<file path="src/rtl/lane_stim_pkg.sv">
// Shared types and constants for the lane stimulus generator and its per-lane pattern engines.
package lane_stim_pkg;

    typedef enum logic [1:0] {
        MODE_CONST = 2'd0,
        MODE_INCR  = 2'd1,
        MODE_LFSR  = 2'd2,
        MODE_WALK  = 2'd3
    } modeT;

    typedef enum logic [2:0] {
        IDLE,
        ARM,
        BURST,
        GAP,
        FIN
    } stateT;

    localparam logic [7:0] DEFAULT_LFSR_TAPS = 8'hB8;

endpackage

</file>
<file path="src/rtl/lane_pattern.sv">
// Per-lane pattern engine: word is the value this lane holds after the current cycle,
// so the top can register it into data_out on the same edge it is loaded or advanced.
module lane_pattern
    import lane_stim_pkg::*;
#(
    parameter int                DATA_W    = 8,
    parameter logic [DATA_W-1:0] LFSR_TAPS = DATA_W'(DEFAULT_LFSR_TAPS),
    parameter int                LANE      = 0
) (
    input  logic              clk_32f,
    input  logic              reset,
    input  logic              load,
    input  logic              advance,
    input  modeT              mode,
    input  logic [DATA_W-1:0] seed,
    output logic [DATA_W-1:0] word
);

    localparam logic [DATA_W-1:0] LANE_IDX  = DATA_W'(LANE);
    localparam logic [DATA_W-1:0] WALK_INIT = DATA_W'(1) << (LANE % DATA_W);

    logic [DATA_W-1:0] cur;
    logic [DATA_W-1:0] initWord;
    logic [DATA_W-1:0] stepWord;
    logic [DATA_W-1:0] lfsrInit;

    always_comb begin
        lfsrInit = seed ^ LANE_IDX;
        initWord = seed + LANE_IDX;
        stepWord = cur;
        word     = cur;

        case (mode)
            MODE_CONST, MODE_INCR: initWord = seed + LANE_IDX;
            // an all-zero LFSR state would lock up, so it is forced to 1
            MODE_LFSR:             initWord = (lfsrInit == '0) ? DATA_W'(1) : lfsrInit;
            default:               initWord = WALK_INIT;
        endcase

        case (mode)
            MODE_CONST: stepWord = cur;
            MODE_INCR:  stepWord = cur + DATA_W'(1);
            MODE_LFSR:  stepWord = (cur >> 1) ^ (cur[0] ? LFSR_TAPS : '0);
            default:    stepWord = {cur[DATA_W-2:0], cur[DATA_W-1]};
        endcase

        if (load) begin
            word = initWord;
        end else if (advance) begin
            word = stepWord;
        end
    end

    always_ff @(posedge clk_32f) begin
        if (reset) begin
            cur <= '0;
        end else begin
            cur <= word;
        end
    end

endmodule

</file>
<file path="src/rtl/lane_stim_gen.sv">
// Divided clocks from clk_32f plus per-lane data/valid bursts aligned to clk_f rising edges.
// state | meaning
// IDLE  | waiting for start
// ARM   | config captured, waiting for the next clk_f rise
// BURST | one pattern word per clk_f period
// GAP   | idle clk_f periods between bursts
// FIN   | one-cycle done pulse, then back to IDLE
module lane_stim_gen
    import lane_stim_pkg::*;
#(
    parameter int                LANES      = 4,
    parameter int                DATA_W     = 8,
    parameter int                RATIO_LOG2 = 5,
    parameter logic [DATA_W-1:0] LFSR_TAPS  = DATA_W'(DEFAULT_LFSR_TAPS)
) (
    input  logic                    clk_32f,
    input  logic                    reset,
    input  logic                    start,
    input  logic [1:0]              mode,
    input  logic [7:0]              burst_len,
    input  logic [7:0]              gap_len,
    input  logic [7:0]              num_bursts,
    input  logic [LANES-1:0]        lane_en,
    input  logic [DATA_W-1:0]       seed,
    output logic                    clk_f,
    output logic                    clk_2f,
    output logic                    clk_4f,
    output logic [LANES*DATA_W-1:0] data_out,
    output logic [LANES-1:0]        valid_out,
    output logic                    busy,
    output logic                    done
);

    localparam int MSB = RATIO_LOG2 - 1;

    stateT                   state, stateNext;
    logic [RATIO_LOG2-1:0]   cnt, cntNext;
    logic                    tick;

    modeT                    cfgMode;
    logic [7:0]              cfgBurstLen, cfgGapLen, cfgNumBursts;
    logic [LANES-1:0]        cfgLaneEn;
    logic [DATA_W-1:0]       cfgSeed;

    logic [7:0]              beatCnt, beatNext;
    logic [7:0]              gapCnt, gapNext;
    logic [7:0]              burstCnt, burstNext;

    logic                    capture, loadPat, advPat, showWord, clearOut;
    logic [LANES*DATA_W-1:0] patWords;

    assign cntNext = cnt + 1'b1;
    assign tick    = &cnt;

    for (genvar g = 0; g < LANES; g++) begin : gLane
        lane_pattern #(
            .DATA_W   (DATA_W),
            .LFSR_TAPS(LFSR_TAPS),
            .LANE     (g)
        ) uPattern (
            .clk_32f(clk_32f),
            .reset  (reset),
            .load   (loadPat),
            .advance(advPat),
            .mode   (cfgMode),
            .seed   (cfgSeed),
            .word   (patWords[g*DATA_W +: DATA_W])
        );
    end

    // beatCnt/gapCnt/burstCnt count what remains after the current period
    always_comb begin
        stateNext = state;
        beatNext  = beatCnt;
        gapNext   = gapCnt;
        burstNext = burstCnt;
        capture   = 1'b0;
        loadPat   = 1'b0;
        advPat    = 1'b0;
        showWord  = 1'b0;
        clearOut  = 1'b0;

        case (state)
            IDLE: begin
                if (start) begin
                    capture   = 1'b1;
                    stateNext = ARM;
                end
            end
            ARM: begin
                if (tick) begin
                    loadPat   = 1'b1;
                    showWord  = 1'b1;
                    beatNext  = cfgBurstLen - 8'd1;
                    burstNext = cfgNumBursts - 8'd1;
                    stateNext = BURST;
                end
            end
            BURST: begin
                if (tick) begin
                    advPat = 1'b1;
                    if (beatCnt != 8'd0) begin
                        beatNext = beatCnt - 8'd1;
                        showWord = 1'b1;
                    end else if (burstCnt == 8'd0) begin
                        clearOut  = 1'b1;
                        stateNext = FIN;
                    end else begin
                        burstNext = burstCnt - 8'd1;
                        if (cfgGapLen == 8'd0) begin
                            showWord = 1'b1;
                            beatNext = cfgBurstLen - 8'd1;
                        end else begin
                            clearOut  = 1'b1;
                            gapNext   = cfgGapLen - 8'd1;
                            stateNext = GAP;
                        end
                    end
                end
            end
            GAP: begin
                if (tick) begin
                    if (gapCnt == 8'd0) begin
                        showWord  = 1'b1;
                        beatNext  = cfgBurstLen - 8'd1;
                        stateNext = BURST;
                    end else begin
                        gapNext = gapCnt - 8'd1;
                    end
                end
            end
            FIN:     stateNext = IDLE;
            default: stateNext = IDLE;
        endcase
    end

    always_ff @(posedge clk_32f) begin
        if (reset) begin
            cnt          <= '0;
            clk_f        <= 1'b1;
            clk_2f       <= 1'b1;
            clk_4f       <= 1'b1;
            state        <= IDLE;
            cfgMode      <= MODE_CONST;
            cfgBurstLen  <= '0;
            cfgGapLen    <= '0;
            cfgNumBursts <= '0;
            cfgLaneEn    <= '0;
            cfgSeed      <= '0;
            beatCnt      <= '0;
            gapCnt       <= '0;
            burstCnt     <= '0;
            data_out     <= '0;
            valid_out    <= '0;
            busy         <= 1'b0;
            done         <= 1'b0;
        end else begin
            cnt      <= cntNext;
            clk_f    <= ~cntNext[MSB];
            clk_2f   <= ~cntNext[MSB-1];
            clk_4f   <= ~cntNext[MSB-2];
            state    <= stateNext;
            beatCnt  <= beatNext;
            gapCnt   <= gapNext;
            burstCnt <= burstNext;
            done     <= (stateNext == FIN);

            if (capture) begin
                cfgMode      <= modeT'(mode);
                cfgBurstLen  <= (burst_len == 8'd0) ? 8'd1 : burst_len;
                cfgGapLen    <= gap_len;
                cfgNumBursts <= (num_bursts == 8'd0) ? 8'd1 : num_bursts;
                cfgLaneEn    <= lane_en;
                cfgSeed      <= seed;
                busy         <= 1'b1;
            end else if (stateNext == FIN) begin
                busy <= 1'b0;
            end

            if (showWord) begin
                data_out  <= patWords;
                valid_out <= cfgLaneEn;
            end else if (clearOut) begin
                data_out  <= '0;
                valid_out <= '0;
            end
        end
    end

endmodule

</file>
<file path="config.mk">
export PLATFORM = sky130hd
export DESIGN_NAME = lane_stim_gen
export DESIGN_NICKNAME = d
export VERILOG_FILES = /design/src/rtl/lane_stim_pkg.sv /design/src/rtl/lane_pattern.sv /design/src/rtl/lane_stim_gen.sv
export SDC_FILE = /design/constraint.sdc
export NUM_CORES = 1
export LEC_CHECK = 0
export CAP_MARGIN = 5
export CORE_MARGIN = 10
export CORE_UTILIZATION = 59
export DETAILED_ROUTE_END_ITERATION = 16
export GPL_TIMING_DRIVEN = 0
export PLACE_DENSITY = 0.79
export SETUP_SLACK_MARGIN = 0.5
export SLEW_MARGIN = 10
export SYNTH_ARGS = -nofsm -noshare
export SYNTH_HDL_FRONTEND = slang
export SYNTH_HIERARCHICAL = 1
export SYNTH_SLANG_ARGS = --single-unit
</file>
<file path="constraint.sdc">
create_clock -name clk_32f -period 3.4 [get_ports clk_32f]
set_input_delay 0.85 -clock clk_32f [delete_from_list [all_inputs] [get_ports clk_32f]]
set_output_delay 0.85 -clock clk_32f [all_outputs]
set_load 0.005 [all_outputs]
</file>
==> results.json <==
{
  "status": "completed",
  "power_leakage_nw": 3.97,
  "dp_slack_ns": -0.434,
  "skew_ns": 0.00780,
  "irDropWorstVdd_uv": 379,
  "path_delay_family": "buffers and inverters",
  "finalCriticalPeriod_ns": 2.81,
  "ys.flop_type": "dfxtp_1",
  "routed_wl_um": 30000,
  "reg2regPathDepth": 9,
  "r2r_setup_slack_ns": 0.60,
  "grt_util_all_layers_pct": 27.0,
  "finalHoldViolations": 0,
  "seq_area_frac_synth_pct": 31.0,
  "clk_latency_ns": 0.43,
  "drive_gt1_share_pct": 12.5,
  "regArea_mm2": 0.00286,
  "cpMostUsedCell": "clkbuf_1",
  "row_count": 45,
  "antenna_found_initial": 0,
  "worst_slack_ns": 0.585,
  "avgSynthCellArea_um2": 7.83,
  "worstPathArrival_ns": 3.09,
  "crit_cells": 4,
  "required_ns": 3.68,
  "clkTransAtPathRegs_ns": 0.07,
  "finalSetupViolCount": 0,
  "critical_path_class": "in -> reg",
  "path_buf_inv": 3,
  "power.density_mw_per_mm2": 371,
  "viasPerCell": 6.49,
  "worstMarginPinSlew_ns": 1.03,
  "place.gp.congestion": 0.940,
  "drv_slew": 0,
  "synth_area_mm2": 0.00925,
  "critical_path.cell_chain": "dlygate4sd2_1 -> clkbuf_1 -> clkbuf_1 -> a21oi_1",
  "yosys.area.top_type_share_pct": 31.0,
  "htree_levels": 4,
  "synthTopCellsByArea": "dfxtp_1 (31%), nand2_1 (7.1%), a21oi_1 (6.6%), nand3_1 (4.0%), nor2_1 (2.2%)",
  "fmax_ghz": 0.355,
  "port_buffers": 81,
  "core_area_mm2": 0.0153,
  "crit_end": "data_out[7]",
  "cts.root.buffer_cell": "clkbuf_16",
  "min_period_over_period_pct": 82.8,
  "ys_types": 108,
  "synth_warnings": 6,
  "rr_startpoint": "state[0]",
  "nFillCells": 1281,
  "dp_hpwl_um": 20200,
  "diodes": 0,
  "fin_nets": 1347,
  "endpoint_kind": "register",
  "final_antenna_net_count": 0,
  "slowest_stage": "dlygate4sd2_1",
  "grt_pass1_vias": 9267,
  "synth_edf_count": 0,
  "cts_buffers": 17,
  "cap_violations": 0,
  "startpoint": "reset",
  "grt_start_max_net_pins": 21,
  "route.detailed.drc": 0,
  "max-slew-margin-rel_pct": 31.1,
  "ctsLongestPathBuffers": 2,
  "grt_first_pass_wirelength_um": 47900,
  "drtPass1Iterations": 5,
  "start_util_pct": 60.6,
  "area_delta_synth_final_pct": 19.6,
  "num_io_pins": 82,
  "cp-start-kind": "input pin",
  "multi_input_area_mm2": 0.00582,
  "syn_nets": 1237,
  "dieArea_mm2": 0.0211,
  "critPathMaxStageDelay_ns": 0.87,
  "fin_util_pct": 72.5,
  "cts_tree": "done",
  "async_flop_share_pct": 0,
  "drtIter0Drc": 869,
  "die_w_um": 145,
  "postSynthCellCount": 1181,
  "wl_per_cell_um": 19.8,
  "hold_path_class": "reg -> reg",
  "rsz0062_at_grt": "yes",
  "r2r-end": "burstCnt[2]",
  "cts_hold_buf": 0,
  "synth-seq-cells": 143,
  "die_y_um": 145,
  "cts_sinks": 143,
  "gr-total-overflow": 0,
  "path_max_fanout": 16,
  "vias": 9827,
  "yosys.area.top_type": "dfxtp_1"
}
## stage by stage
step / setup TNS, ns / hold WS (ns) / cell area [µm²] / std cells / power (mW)
6_report: 0 / 0.450 / 11100 / 1515 / 4.10
5_1_grt: 0 / 0.466 / 11100 / 1515 / 4.22
4_1_cts: 0 / 0.455 / 11000 / 1511 / 4.09
3_5_place_dp: -6.86 / 0.442 / 10300 / 1473 / 2.25
3_3_place_gp: -6.24 / 0.432 / 10300 / 1473 / 2.24
2_1_floorplan: 0 / 0.418 / 9250 / 1181 / 2.08
## state kept, by name, summed over array words and instances, names as in the netlist
name	count
busy	1
state	3
cfgGapLen	8
cfgSeed	8
clk_2f	1
cfgNumBursts	8
cfgMode	2
clk_4f	1
gapCnt	8
valid_out	4
data_out	32
cfgBurstLen	8
beatCnt	8
clk_f	1
done	1
gLane.uPattern/cur	32
cnt	5
burstCnt	8
cfgLaneEn	4
## worst register-to-register path, delay by kind of cell, from the launching register on
kind	cells	cell delay, ns
AO/OA/AOI/OAI	2	0.39
adder cells (fa/ha/maj)	1	0.31
buffers and inverters	3	0.78
flip-flops	1	0.39
multiplexers	1	0.24
AND/OR/NAND/NOR	2	0.55
## metal layers
layer  up-vias  track usage [%]  routed length (µm)
li1       4612                -                   -
met1      4626             33.1               12000
met2       498             45.0               14400
met3        91             4.97                2540
met4         0             12.5                1100
met5         -                0                   0
## placed cells by master, fill, tap and decap left out, types with 7 or more instances in the layout
master,netlist,final
nand2b_1,12,11
clkbuf_2,2,10
a31oi_1,15,15
clkbuf_16,0,17
nor3_1,38,38
clkdlybuf4s50_1,0,80
nor3b_1,11,10
and3_1,12,12
o211ai_1,8,8
buf_2,23,26
inv_1,28,27
a211oi_1,19,19
nand2_1,174,174
dfxtp_1,143,143
clkbuf_1,44,36
buf_6,11,11
xnor2_1,15,15
nor2b_1,18,18
nor4_1,22,22
o31ai_1,18,18
nand3_1,74,74
ha_1,15,13
mux2i_1,17,17
or4_1,12,12
nand3b_1,9,9
a21oi_1,122,122
xor2_1,18,18
o21ai_0,32,32
buf_4,4,10
nand4_1,12,12
nor2_1,54,52
o311ai_0,7,7
## cells in the mapped netlist (12+ instances only)
| cell | count |
|---|---|
| xor2_1 | 18 |
| nand3_1 | 74 |
| a31oi_1 | 15 |
| nor2_1 | 54 |
| nor3_1 | 38 |
| ha_1 | 15 |
| nand2_1 | 174 |
| a211oi_1 | 19 |
| clkbuf_1 | 44 |
| o21ai_0 | 32 |
| inv_1 | 28 |
| buf_2 | 23 |
| nand2b_1 | 12 |
| o31ai_1 | 18 |
| nor2b_1 | 18 |
| and3_1 | 12 |
| dfxtp_1 | 143 |
| a21oi_1 | 122 |
| xnor2_1 | 15 |
| mux2i_1 | 17 |
| or4_1 | 12 |
| nand4_1 | 12 |
| nor4_1 | 22 |
## what timing repair did
action / CTS / global route
gates resized for setup: 17 / 11
pin swaps: 2 / 2
setup buffers: 4 / 4
hold endpoints to repair: 0 / 0
setup endpoints to repair: 77 / 24
cloned: 2 / 0
## logic make-up after synthesis
kind of cell | count (synthesis) | synth area share [%]
AOI/OAI and AO/OA | 342 | 25.9
xor gates and xnor gates | 33 | 3.13
DFF | 143 | 31.0
adders and majority gates | 15 | 2.03
and+or+nand+nor | 502 | 28.5
buffers and inverters | 123 | 6.83
muxes | 23 | 2.61
## how the worst min path moves through the flow
stage / from / depth (start not counted) / slack [ns] / endpoint
after floorplan: cnt[0] / 1 / 0.42 / cnt[0]
after detailed placement: cnt[0] / 1 / 0.44 / cnt[0]
after global placement: cnt[0] / 1 / 0.43 / cnt[0]
after global routing: data_out[14] / 2 / 0.47 / data_out[14]
final: cnt[0] / 1 / 0.45 / cnt[0]
after CTS: data_out[16] / 2 / 0.46 / data_out[16]
## final cells by class
cell class,count,area share (%)
repair buffers,89,8.04
flip-flops and latches,143,25.9
clock inverters,15,1.37
well taps,211,2.39
multi-input cells,917,52.6
inverters,30,1.06
clock buffers,17,3.85
plain buffers,93,4.81
## where the power goes
| group | switching, mW | internal (mW) | leakage (nW) |
|---|---|---|---|
| clock | 0.831 | 1.03 | 0.279 |
| sequential | 0.0812 | 1.71 | 1.16 |
| combinational | 0.253 | 0.194 | 2.53 |
No activity file was read; power rests on OpenSTA's default activity.
